`src/rtl/exu_issue_ctrl_pkg.sv`:
```
// ----------------------------------------------------------------------------
// exu_issue_ctrl_pkg
//   Shared types and constants for the execute-unit issue controller:
//   FSM state encoding, MulOp class constant, datapath widths and a helper
//   that classifies an op as multi-cycle (MUL/DIV).
// ----------------------------------------------------------------------------
package exu_issue_ctrl_pkg;

    localparam int XLEN    = 64;
    localparam int ALUOP_W = 5;
    localparam int MULOP_W = 2;
    localparam int REG_W   = 5;

    typedef enum logic {
        ST_IDLE = 1'b0,
        ST_WAIT = 1'b1
    } state_e;

    localparam logic [MULOP_W-1:0] MULOP_NONE = 2'b00;

    // Any non-zero MulOp belongs to the multi-cycle MUL/DIV class.
    function automatic logic is_multicycle(input logic [MULOP_W-1:0] mulop);
        return mulop != MULOP_NONE;
    endfunction

endpackage

```
`src/rtl/exu_res_buf.sv`:
```
// ----------------------------------------------------------------------------
// exu_res_buf
//   One-entry valid/ready result buffer between the execute unit and WB.
//   A capture always wins over a drain in the same cycle, so back-to-back
//   results stream at one per cycle while WB keeps out_ready high.
//
// Ports
//   clk, rst        clock, asynchronous active-low reset
//   flush           drop the buffered entry
//   cap             load cap_res/cap_rd this cycle (only issued when buf_free)
//   out_ready       WB takes the entry
//   out_valid/out_res/out_rd  buffered entry toward WB
//   buf_free        buffer can accept a capture this cycle
// ----------------------------------------------------------------------------
module exu_res_buf
    import exu_issue_ctrl_pkg::*;
(
    input  logic             clk,
    input  logic             rst,
    input  logic             flush,
    input  logic             cap,
    input  logic [XLEN-1:0]  cap_res,
    input  logic [REG_W-1:0] cap_rd,
    input  logic             out_ready,
    output logic             out_valid,
    output logic [XLEN-1:0]  out_res,
    output logic [REG_W-1:0] out_rd,
    output logic             buf_free
);

    logic             valid_q, valid_d;
    logic [XLEN-1:0]  res_q, res_d;
    logic [REG_W-1:0] rd_q, rd_d;

    assign buf_free = !valid_q | out_ready;

    always_comb begin
        valid_d = valid_q;
        res_d   = res_q;
        rd_d    = rd_q;
        if (flush) begin
            valid_d = 1'b0;
        end else if (cap) begin
            valid_d = 1'b1;
            res_d   = cap_res;
            rd_d    = cap_rd;
        end else if (out_ready) begin
            valid_d = 1'b0;
        end
    end

    always_ff @(posedge clk or negedge rst) begin
        if (!rst) begin
            valid_q <= 1'b0;
            res_q   <= '0;
            rd_q    <= '0;
        end else begin
            valid_q <= valid_d;
            res_q   <= res_d;
            rd_q    <= rd_d;
        end
    end

    assign out_valid = valid_q;
    assign out_res   = res_q;
    assign out_rd    = rd_q;

endmodule

```
`src/rtl/exu_issue_ctrl.sv`:
```
// ----------------------------------------------------------------------------
// exu_issue_ctrl
//   Issue and completion controller for the 64-bit execute unit. Accepts
//   decoded ops from ID, launches them into the ALU, waits out multi-cycle
//   MUL/DIV ops (with a timeout), and hands results to WB through a one-entry
//   buffer. mwb_block freezes the ALU while WB back-pressures.
//
// Configuration
//   EXU_CTRL_PERF_EN  when defined, perf_ops/perf_busy count completed ops and
//                     WAIT cycles; otherwise both are tied to zero.
//
// Ports
//   clk, rst                         clock, asynchronous active-low reset
//   flush                            kill in-flight op and buffered result
//   in_valid/in_ready/in_aluop/in_mulop/in_rd   op handshake from ID
//   alu_start, alu_op, mul_op, alu_flush        control toward ALU
//   alu_busy, alu_res                            status/result from ALU
//   mwb_block                        WB stall toward ALU
//   out_valid/out_ready/out_res/out_rd          result handshake toward WB
//   err_timeout                      sticky WAIT timeout flag
//   perf_ops, perf_busy              performance counters
// ----------------------------------------------------------------------------
module exu_issue_ctrl
    import exu_issue_ctrl_pkg::*;
#(
    parameter int MAX_LAT = 128,
    parameter int LAT_W   = 8
) (
    input  logic               clk,
    input  logic               rst,
    input  logic               flush,
    input  logic               in_valid,
    output logic               in_ready,
    input  logic [ALUOP_W-1:0] in_aluop,
    input  logic [MULOP_W-1:0] in_mulop,
    input  logic [REG_W-1:0]   in_rd,
    output logic               alu_start,
    output logic [ALUOP_W-1:0] alu_op,
    output logic [MULOP_W-1:0] mul_op,
    output logic               alu_flush,
    input  logic               alu_busy,
    input  logic [XLEN-1:0]    alu_res,
    output logic               mwb_block,
    output logic               out_valid,
    input  logic               out_ready,
    output logic [XLEN-1:0]    out_res,
    output logic [REG_W-1:0]   out_rd,
    output logic               err_timeout,
    output logic [31:0]        perf_ops,
    output logic [31:0]        perf_busy
);

    state_e             state_q, state_d;
    logic [LAT_W-1:0]   cnt_q, cnt_d;
    logic [ALUOP_W-1:0] alu_op_q, alu_op_d;
    logic [MULOP_W-1:0] mul_op_q, mul_op_d;
    logic [REG_W-1:0]   rd_q, rd_d;
    logic               err_q, err_d;

    logic               buf_free;
    logic               accept;
    logic               in_wait;
    logic               wait_done;
    logic               timeout;
    logic               cap;
    logic [XLEN-1:0]    cap_res;
    logic [REG_W-1:0]   cap_rd;

    // Qualified with rst so every output reads 0 while reset is held.
    assign in_ready = rst & (state_q == ST_IDLE) & buf_free & !flush;
    assign accept   = in_valid & in_ready;
    assign in_wait  = (state_q == ST_WAIT);

    // cnt_q==0 marks the first WAIT cycle, where alu_busy is not yet reliable.
    assign wait_done = in_wait & !flush & (cnt_q != '0) & !alu_busy & buf_free;
    // >= rather than == so a timeout stalled behind a full buffer still fires.
    assign timeout   = in_wait & !flush & (cnt_q >= LAT_W'(MAX_LAT)) & alu_busy & buf_free;

    assign cap     = (accept & !is_multicycle(in_mulop)) | wait_done | timeout;
    assign cap_res = timeout ? '0 : alu_res;
    assign cap_rd  = accept ? in_rd : rd_q;

    assign alu_start = accept;
    assign alu_flush = in_wait & (flush | timeout);
    assign mwb_block = out_valid & !out_ready;

    always_comb begin
        state_d  = state_q;
        cnt_d    = '0;
        alu_op_d = alu_op_q;
        mul_op_d = mul_op_q;
        rd_d     = rd_q;
        err_d    = err_q | timeout;
        if (accept) begin
            alu_op_d = in_aluop;
            mul_op_d = in_mulop;
            rd_d     = in_rd;
        end
        case (state_q)
            ST_IDLE: begin
                if (accept && is_multicycle(in_mulop)) begin
                    state_d = ST_WAIT;
                end
            end
            ST_WAIT: begin
                cnt_d = (cnt_q == '1) ? cnt_q : cnt_q + LAT_W'(1);
                if (flush || wait_done || timeout) begin
                    state_d = ST_IDLE;
                end
            end
            default: state_d = ST_IDLE;
        endcase
    end

    always_ff @(posedge clk or negedge rst) begin
        if (!rst) begin
            state_q <= ST_IDLE;
        end else begin
            state_q <= state_d;
        end
    end

    always_ff @(posedge clk or negedge rst) begin
        if (!rst) begin
            cnt_q    <= '0;
            alu_op_q <= '0;
            mul_op_q <= '0;
            rd_q     <= '0;
            err_q    <= 1'b0;
        end else begin
            cnt_q    <= cnt_d;
            alu_op_q <= alu_op_d;
            mul_op_q <= mul_op_d;
            rd_q     <= rd_d;
            err_q    <= err_d;
        end
    end

    assign alu_op      = alu_op_q;
    assign mul_op      = mul_op_q;
    assign err_timeout = err_q;

    exu_res_buf u_res_buf (
        .clk       (clk),
        .rst       (rst),
        .flush     (flush),
        .cap       (cap),
        .cap_res   (cap_res),
        .cap_rd    (cap_rd),
        .out_ready (out_ready),
        .out_valid (out_valid),
        .out_res   (out_res),
        .out_rd    (out_rd),
        .buf_free  (buf_free)
    );

`ifdef EXU_CTRL_PERF_EN
    logic [31:0] perf_ops_q;
    logic [31:0] perf_busy_q;

    always_ff @(posedge clk or negedge rst) begin
        if (!rst) begin
            perf_ops_q  <= '0;
            perf_busy_q <= '0;
        end else begin
            if (cap)     perf_ops_q  <= perf_ops_q + 32'd1;
            if (in_wait) perf_busy_q <= perf_busy_q + 32'd1;
        end
    end

    assign perf_ops  = perf_ops_q;
    assign perf_busy = perf_busy_q;
`else
    assign perf_ops  = '0;
    assign perf_busy = '0;
`endif

endmodule

```
`config.mk`:
```
export PLATFORM = sky130hd
export DESIGN_NAME = exu_issue_ctrl
export DESIGN_NICKNAME = d
export VERILOG_FILES = /design/src/rtl/exu_issue_ctrl_pkg.sv /design/src/rtl/exu_res_buf.sv /design/src/rtl/exu_issue_ctrl.sv
export SDC_FILE = /design/constraint.sdc
export NUM_CORES = 1
export LEC_CHECK = 0
export BUFFER_PORTS_ARGS = -buffer_cell sky130_fd_sc_hd__buf_2
export CAP_MARGIN = 15
export CORE_MARGIN = 8
export CORE_UTILIZATION = 30
export DETAILED_ROUTE_END_ITERATION = 16
export PLACE_DENSITY_LB_ADDON = 0.08
export SYNTH_ARGS = -nofsm -noshare
export SYNTH_HDL_FRONTEND = slang
export SYNTH_HIERARCHICAL = 1
export SYNTH_SLANG_ARGS = --single-unit
```
`constraint.sdc`:
```
create_clock -name clk -period 2.15 [get_ports clk]
set_clock_uncertainty 0.2 [all_clocks]
set_input_delay 0.215 -clock clk [delete_from_list [all_inputs] [get_ports clk]]
set_output_delay 0.215 -clock clk [all_outputs]
set_load 0.005 [all_outputs]
```
Word-level counts from Yosys, hierarchy flattened. Index checks and enable logic that the tools add are counted.

Register bits after elaboration: 92. Bits in latches: 0. Bits in writable memories: 0. ROM bits: 0. Input port bits: 82. Output and inout bits: 146. Logic and storage cells: 56. Memories: 0.

Add/sub/neg operators: 1. $mul: 0. Divide/modulo/power cells: 0. Magnitude comparators: 1. Equal/unequal tests: 2. Shift operators: 0. Muxes and demuxes: 10. Bitwise gates (word level): 21. Reduce and logical (&&, ||, !) cells: 12.

Operators by type and width (number): 64-bit two-way mux (1); 8-bit two-way mux (2); 1-bit bitwise AND (14); 8-bit by 1-bit adder with 8-bit output (second input constant) (1); 8-bit == test (second input constant) (1); 8-bit greater-or-equal comparator (second input constant) (1); 8-bit nonzero test (1); 1-bit zero test (5); 1-bit two-way mux (5); 5-bit two-way mux (1); 1-bit bitwise OR (5); 3-bit nonzero test (1); 1-bit logical OR (2); 2-bit != test (second input constant) (1); 1-bit NOT (2); 1-bit case mux with 2 select lines (1); 2-bit AND reduction (1); 2-bit nonzero test (1); 1-bit logical AND (1).

Logic depth before layout (Yosys ltp).
Word-level depth: 10. Depth in mapped cells: 10. Gate-level depth less buffers: 7.

Modules after synthesis. Netlist, hierarchy kept.

Modules (own cells, without submodules): exu_res_buf (times used 1, cells an instance 151, area each 2657.5 um^2, seq. area each 1751.7 um^2); exu_issue_ctrl (times used 1, cells an instance 226, area each 1988.2 um^2, seq. area each 550.5 um^2).

Worst setup path after synthesis. Ideal clock, no wire load.

Path kind: register to register. Start point: register u_res_buf.valid_q (netlist: u_res_buf/out_valid). End point: register u_res_buf.res_q[47] (netlist: u_res_buf/out_res[47]). Setup time: 125 ps. Data arrival time: 2106 ps. Setup slack: -281 ps. Cell stages (with the launch flop): 11. Cell sequence: dfrtp_1 -> nand2b_1 -> and4bb_2 -> nand2_4 -> buf_6 -> o31ai_1 -> nor2b_4 -> buf_6 -> buf_6 -> buf_8 -> mux2_4.

Longest elaborated chain between the ends: 9. Elaborated cells on any way between the ends: 12. Those cells by class: 1 x mux; 9 x bitwise; 2 x reduce/logical.

RTL lines: start: declaration (RTL line exu_res_buf.sv:31) `logic valid_q, valid_d;`; start signal: assignment (RTL line exu_res_buf.sv:58) `valid_q <= valid_d;`; 1-bit zero test (RTL line exu_res_buf.sv:35) `assign buf_free = !valid_q | out_ready;`; 1-bit bitwise OR (RTL line exu_res_buf.sv:35); named net buf_free (RTL line exu_issue_ctrl.sv:60) `logic buf_free;`; 1-bit bitwise AND (2 in a row) (RTL line exu_issue_ctrl.sv:70) `assign in_ready = rst & (state_q == ST_IDLE) & buf_free & !flush;`; named net in_ready (RTL line exu_issue_ctrl.sv:33) `output logic in_ready,`; 1-bit bitwise AND (RTL line exu_issue_ctrl.sv:71) `assign accept = in_valid & in_ready;`; 1-bit bitwise AND (RTL line exu_issue_ctrl.sv:79) `assign cap = (accept & !is_multicycle(in_mulop)) | wait_done | timeout;`; 1-bit bitwise OR (2 in a row) (RTL line exu_issue_ctrl.sv:79); named net cap (RTL line exu_issue_ctrl.sv:65) `logic cap;`; 2-bit AND reduction (no line); end signal: assignment (RTL line exu_res_buf.sv:59) `res_q <= res_d;`; end: declaration (RTL line exu_res_buf.sv:32) `logic [XLEN-1:0] res_q, res_d;`.

The timed path passes the listed nets, and every way through them passes these cells. A chain may end at the register's enable or synchronous reset.

Worst setup path after layout.
Start point: register cnt_q[0]. End point: register u_res_buf.res_q[22] (netlist: u_res_buf/out_res[22]).

Longest elaborated chain between the ends: 7. Elaborated cells on any way between the ends: 12. Those cells by class: 1 x order compare; 1 x mux; 8 x bitwise; 2 x reduce/logical.

RTL lines: start: declaration (RTL line exu_issue_ctrl.sv:54) `logic [LAT_W-1:0] cnt_q, cnt_d;`; start signal: assignment (RTL line exu_issue_ctrl.sv:131) `cnt_q <= cnt_d;`; parallel branches: the longest is 5 deep, another holds 8-bit greater-or-equal comparator; 1-bit bitwise OR * (RTL line exu_issue_ctrl.sv:79); named net cap (RTL line exu_issue_ctrl.sv:65); 2-bit AND reduction (no line) *.

Mark *: on every way through the listed nets, which the timed path passes.

==> summary by stage <==
Routing
The routed layout has 3247 vias. The detailed router's first-iteration violation count is 84. The vias per cell is 4.222. The number of DRC violations after detailed routing is 0. Dividing the detail-routed wire length by the instance count gives 15.70 um. The detailed-route wire length is 12.08 mm.

Before antenna repair, the detailed router went through 4 iterations. The post-route antenna net violation count is 0.

Timing
For the pin with the worst max-slew slack, the measured transition is 0.7729 ns. The timing-limited maximum frequency is 0.4260 GHz. Setup repair after global routing could not meet its margin everywhere. The max-slew violation total from the final report is 0. Measured against its own limit, the worst slew margin works out to 48.47%. The number of endpoints with negative hold slack in the final report is 0. The share of the cycle needed by the critical path after routing is 109.2%. Setup violations remaining at the end of the flow were counted as 68. Across all setup checks in the final design, the least slack found is -0.1972 ns. The final critical delay including setup and external delays is 2.347 ns. The setup TNS after final layout is -11.06 ns.

Floorplan
The die is 140.4 um tall. The die area is 0.01972 mm2. The number of placement rows is 45. The area inside the core boundary is 0.01515 mm2. The die span in x is 140.4 um. Once the floorplan was initialized, standard cells occupied 30.67% of the core. Pin placement for this block handled 228 I/O pins.

Yosys
The count of unique library cells instantiated by Yosys is 34. The number of instances in the synthesized netlist is 377. The count of yosys warnings during synthesis is 6.

The mean instance size in the synthesized netlist is 12.32 um2. After synthesis the cells add up to 0.004646 mm2. Counting flops and latches in the post-synthesis netlist gives 92. The sequential area share after synthesis is 49.56%.

Run status
The run finished, with violations left. The checks that failed: negative setup slack.

CTS
The cell chosen for the clock root is clkbuf_16. The maximum clock insertion buffer count is 2. Clock-pin slew was measured on the worst setup and hold paths at 0.06 ns. The insertion delay to the later sink of the worst-skew pair is 0.34 ns. CTS saw 92 sinks. The number of levels the H-tree was split into is 3. The number of buffers created by CTS is 9. TritonCTS built the clock tree.

Setup path
Along the worst path, the maximum fanout reaches 6. The setup slack of the worst register-to-register path is -0.20 ns. The slowest stage of the critical path belongs to the cell a221o_1. The worst register-to-register path begins at cnt_q[0]. The critical path capture point type is a flop. The most critical setup path has its startpoint at cnt_q[0]. The critical path data required time is 2.18 ns. The worst setup path is launched from a flop. The signal on the critical path passes through inv_2, ha_4, nor4b_4, a221o_1, o31ai_4, nor2b_4, buf_12, bufbuf_16, mux2_2. The data arrival time of the critical path is 2.37 ns. On the worst path, the slowest cell contributes a delay of 0.38 ns. The start-to-end type of the worst setup path is flop to flop.

GRT
The global-route wire length before repair is 19.37 mm. Entering global routing, the biggest net connects 61 pins. The aggregate global-route resource usage is 12.28%. The number of antenna violations at the first check in global routing is 0.

The number of global-route vias before repair is 3647. Global routing finished with a remaining overflow of 0.

Final layout
Leaving out fill and tap cells, the most frequent cells in the layout are 162 x buf_2, 92 x dfrtp_1, 66 x nor2b_1, 64 x conb_1, 57 x mux2_2. Relative to the synthesized area, the layout overhead comes to 33.13%. The layout filler cell count is 1475. The total number of nets in the final design is 660.

The post-layout instance count excluding filler cells is 769. Of the cells placed in the final design, the portion with a size suffix greater than 1 is 51.46%. The area taken by flip-flops and latches is 0.002302 mm2. The library cell used most frequently in the layout, excluding fill and tap cells, is buf_2.

The multi-input combinational cells in the finished layout cover a total of 0.002036 mm2. The count of inserted antenna diode cells is 0.

Place
The number of placed cells counting well taps is 732. The count of buffers added on input and output ports is 163. Prior to clock tree synthesis, the placed netlist has a worst setup slack of -0.2629 ns.

The HPWL after detailed placement is 8.992 mm. Routability-driven placement finished with a final weighted congestion of 0.7168.

Pwr
In this run the power density over the cells is 850.0 mW/mm2. In this run the static leakage power is 0.003254 uW. The peak ir drop on the vdd network is 0.3558 mV.

Flow run
The reported max-cap violation count is 0.

Worst hold path
The worst hold path belongs to the class input port to flop. The worst hold path begins at alu_res[14].
-- what timing repair did --
item	4_1_cts	5_1_grt
pin swaps	0	1
cloned	1	0
resized for setup	13	2
hold buffers	14	0
endpoints found under the hold margin	45	0
endpoints found under the setup margin	69	70
buffers inserted	3	3
-- Yosys cell counts --
cell        n  share of area, %
dfrtp_1    92                50
nor2b_1    66               8.9
buf_4      64                10
mux2_2     64                16
mux2_4     17               5.5
buf_2      12               1.3
inv_1       6              0.48
nand2_1     6              0.48
a31oi_1     4              0.54
nor2_1      4              0.32
o21ai_0     4              0.43
and3_1      3              0.40
and4_1      3              0.57
buf_6       3              0.73
mux2i_1     3              0.65
nand3_1     3              0.32
a21oi_1     2              0.22
clkbuf_1    2              0.16
ha_1        2              0.54
nand4_1     2              0.27
nor3_1      2              0.22
a221o_1     1              0.22
a31o_2      1              0.19
and4bb_2    1              0.27
buf_8       1              0.32
conb_1      1             0.081
nand2_4     1              0.24
nand2b_1    1              0.13
nand3b_1    1              0.16
nor2b_4     1              0.30
nor4b_1     1              0.19
o2bb2ai_1   1              0.19
o31ai_1     1              0.16
or2_2       1              0.13
-- power by group --
part           internal, uW  total [uW]  switching, uW
Sequential             2140        2350            210
Clock                  1050        1710            655
Combinational           740        1200            465
-- routing by layer --
| layer | routed length [um] | global-route usage [%] | vias to the layer above |
|---|---|---|---|
| met3 | 1254 | 4.893 | 13 |
| met2 | 5683 | 20.40 | 141 |
| met4 | 183 | 5.029 | 0 |
| li1 | - | - | 1529 |
| met1 | 4954 | 13.80 | 1564 |
| met5 | 0 | 0 | - |
-- flip-flops by register name, indices dropped and copies added (netlist names) --
| register | cells |
|---|---|
| alu_op | 5 |
| mul_op | 2 |
| u_res_buf/out_valid | 1 |
| in_wait | 1 |
| err_timeout | 1 |
| u_res_buf/out_rd | 5 |
| cnt_q | 8 |
| u_res_buf/out_res | 64 |
| rd_q | 5 |
-- layout make-up --
| cell class | count | area share [%] |
|---|---|---|
| sequential | 92 | 37.22 |
| multi-input combinational | 260 | 32.92 |
| timing repair buffer | 207 | 20.53 |
| clock buffer | 12 | 3.985 |
| tap | 188 | 3.803 |
| clock inverter | 4 | 1.173 |
| inverter | 6 | 0.3642 |
-- cell families after synthesis --
kind of cell	count (synthesis)	synth area share (%)
compound gates	14	1.939
fa+ha+maj	2	0.5386
buf+inv	88	13.33
flops	92	49.56
mux	84	21.65
other cells	1	0.08072
simple gates	96	12.90
-- worst max-delay path, delay by kind of cell (launching register included) --
family / cells / cell delay [ns]
simple gates: 2 / 0.32
flops: 1 / 0.36
mux: 1 / 0.32
buf+inv: 3 / 0.44
fa+ha+maj: 1 / 0.15
compound gates: 2 / 0.46
-- metrics by stage --
| stage | area (um2) | power [uW] | utilization (%) | hold slack, ns |
|---|---|---|---|---|
| detailed placement | 5574 | 3558 | 36.80 | 0.1335 |
| global route | 6185 | 5578 | 40.83 | 0.01364 |
| floorplan | 4907 | 2978 | - | -0.2806 |
| CTS | 6158 | 5373 | 40.66 | 0.0004517 |
| global placement | 5574 | 3535 | 36.80 | 0.1284 |
| finish | 6185 | 5257 | 40.83 | 0.01512 |
-- final timing paths --
check | end | cells after the start
max in group asynchronous | mul_op[1] | 4
min in group asynchronous | u_res_buf/out_res[42] | 3
worst min register to register | err_timeout | 1
worst max-delay path | u_res_buf/out_res[22] | 9
worst min-delay path | u_res_buf/out_res[14] | 3
worst max register to register | u_res_buf/out_res[22] | 9
Note: power is estimated with default switching activity, not from simulation.
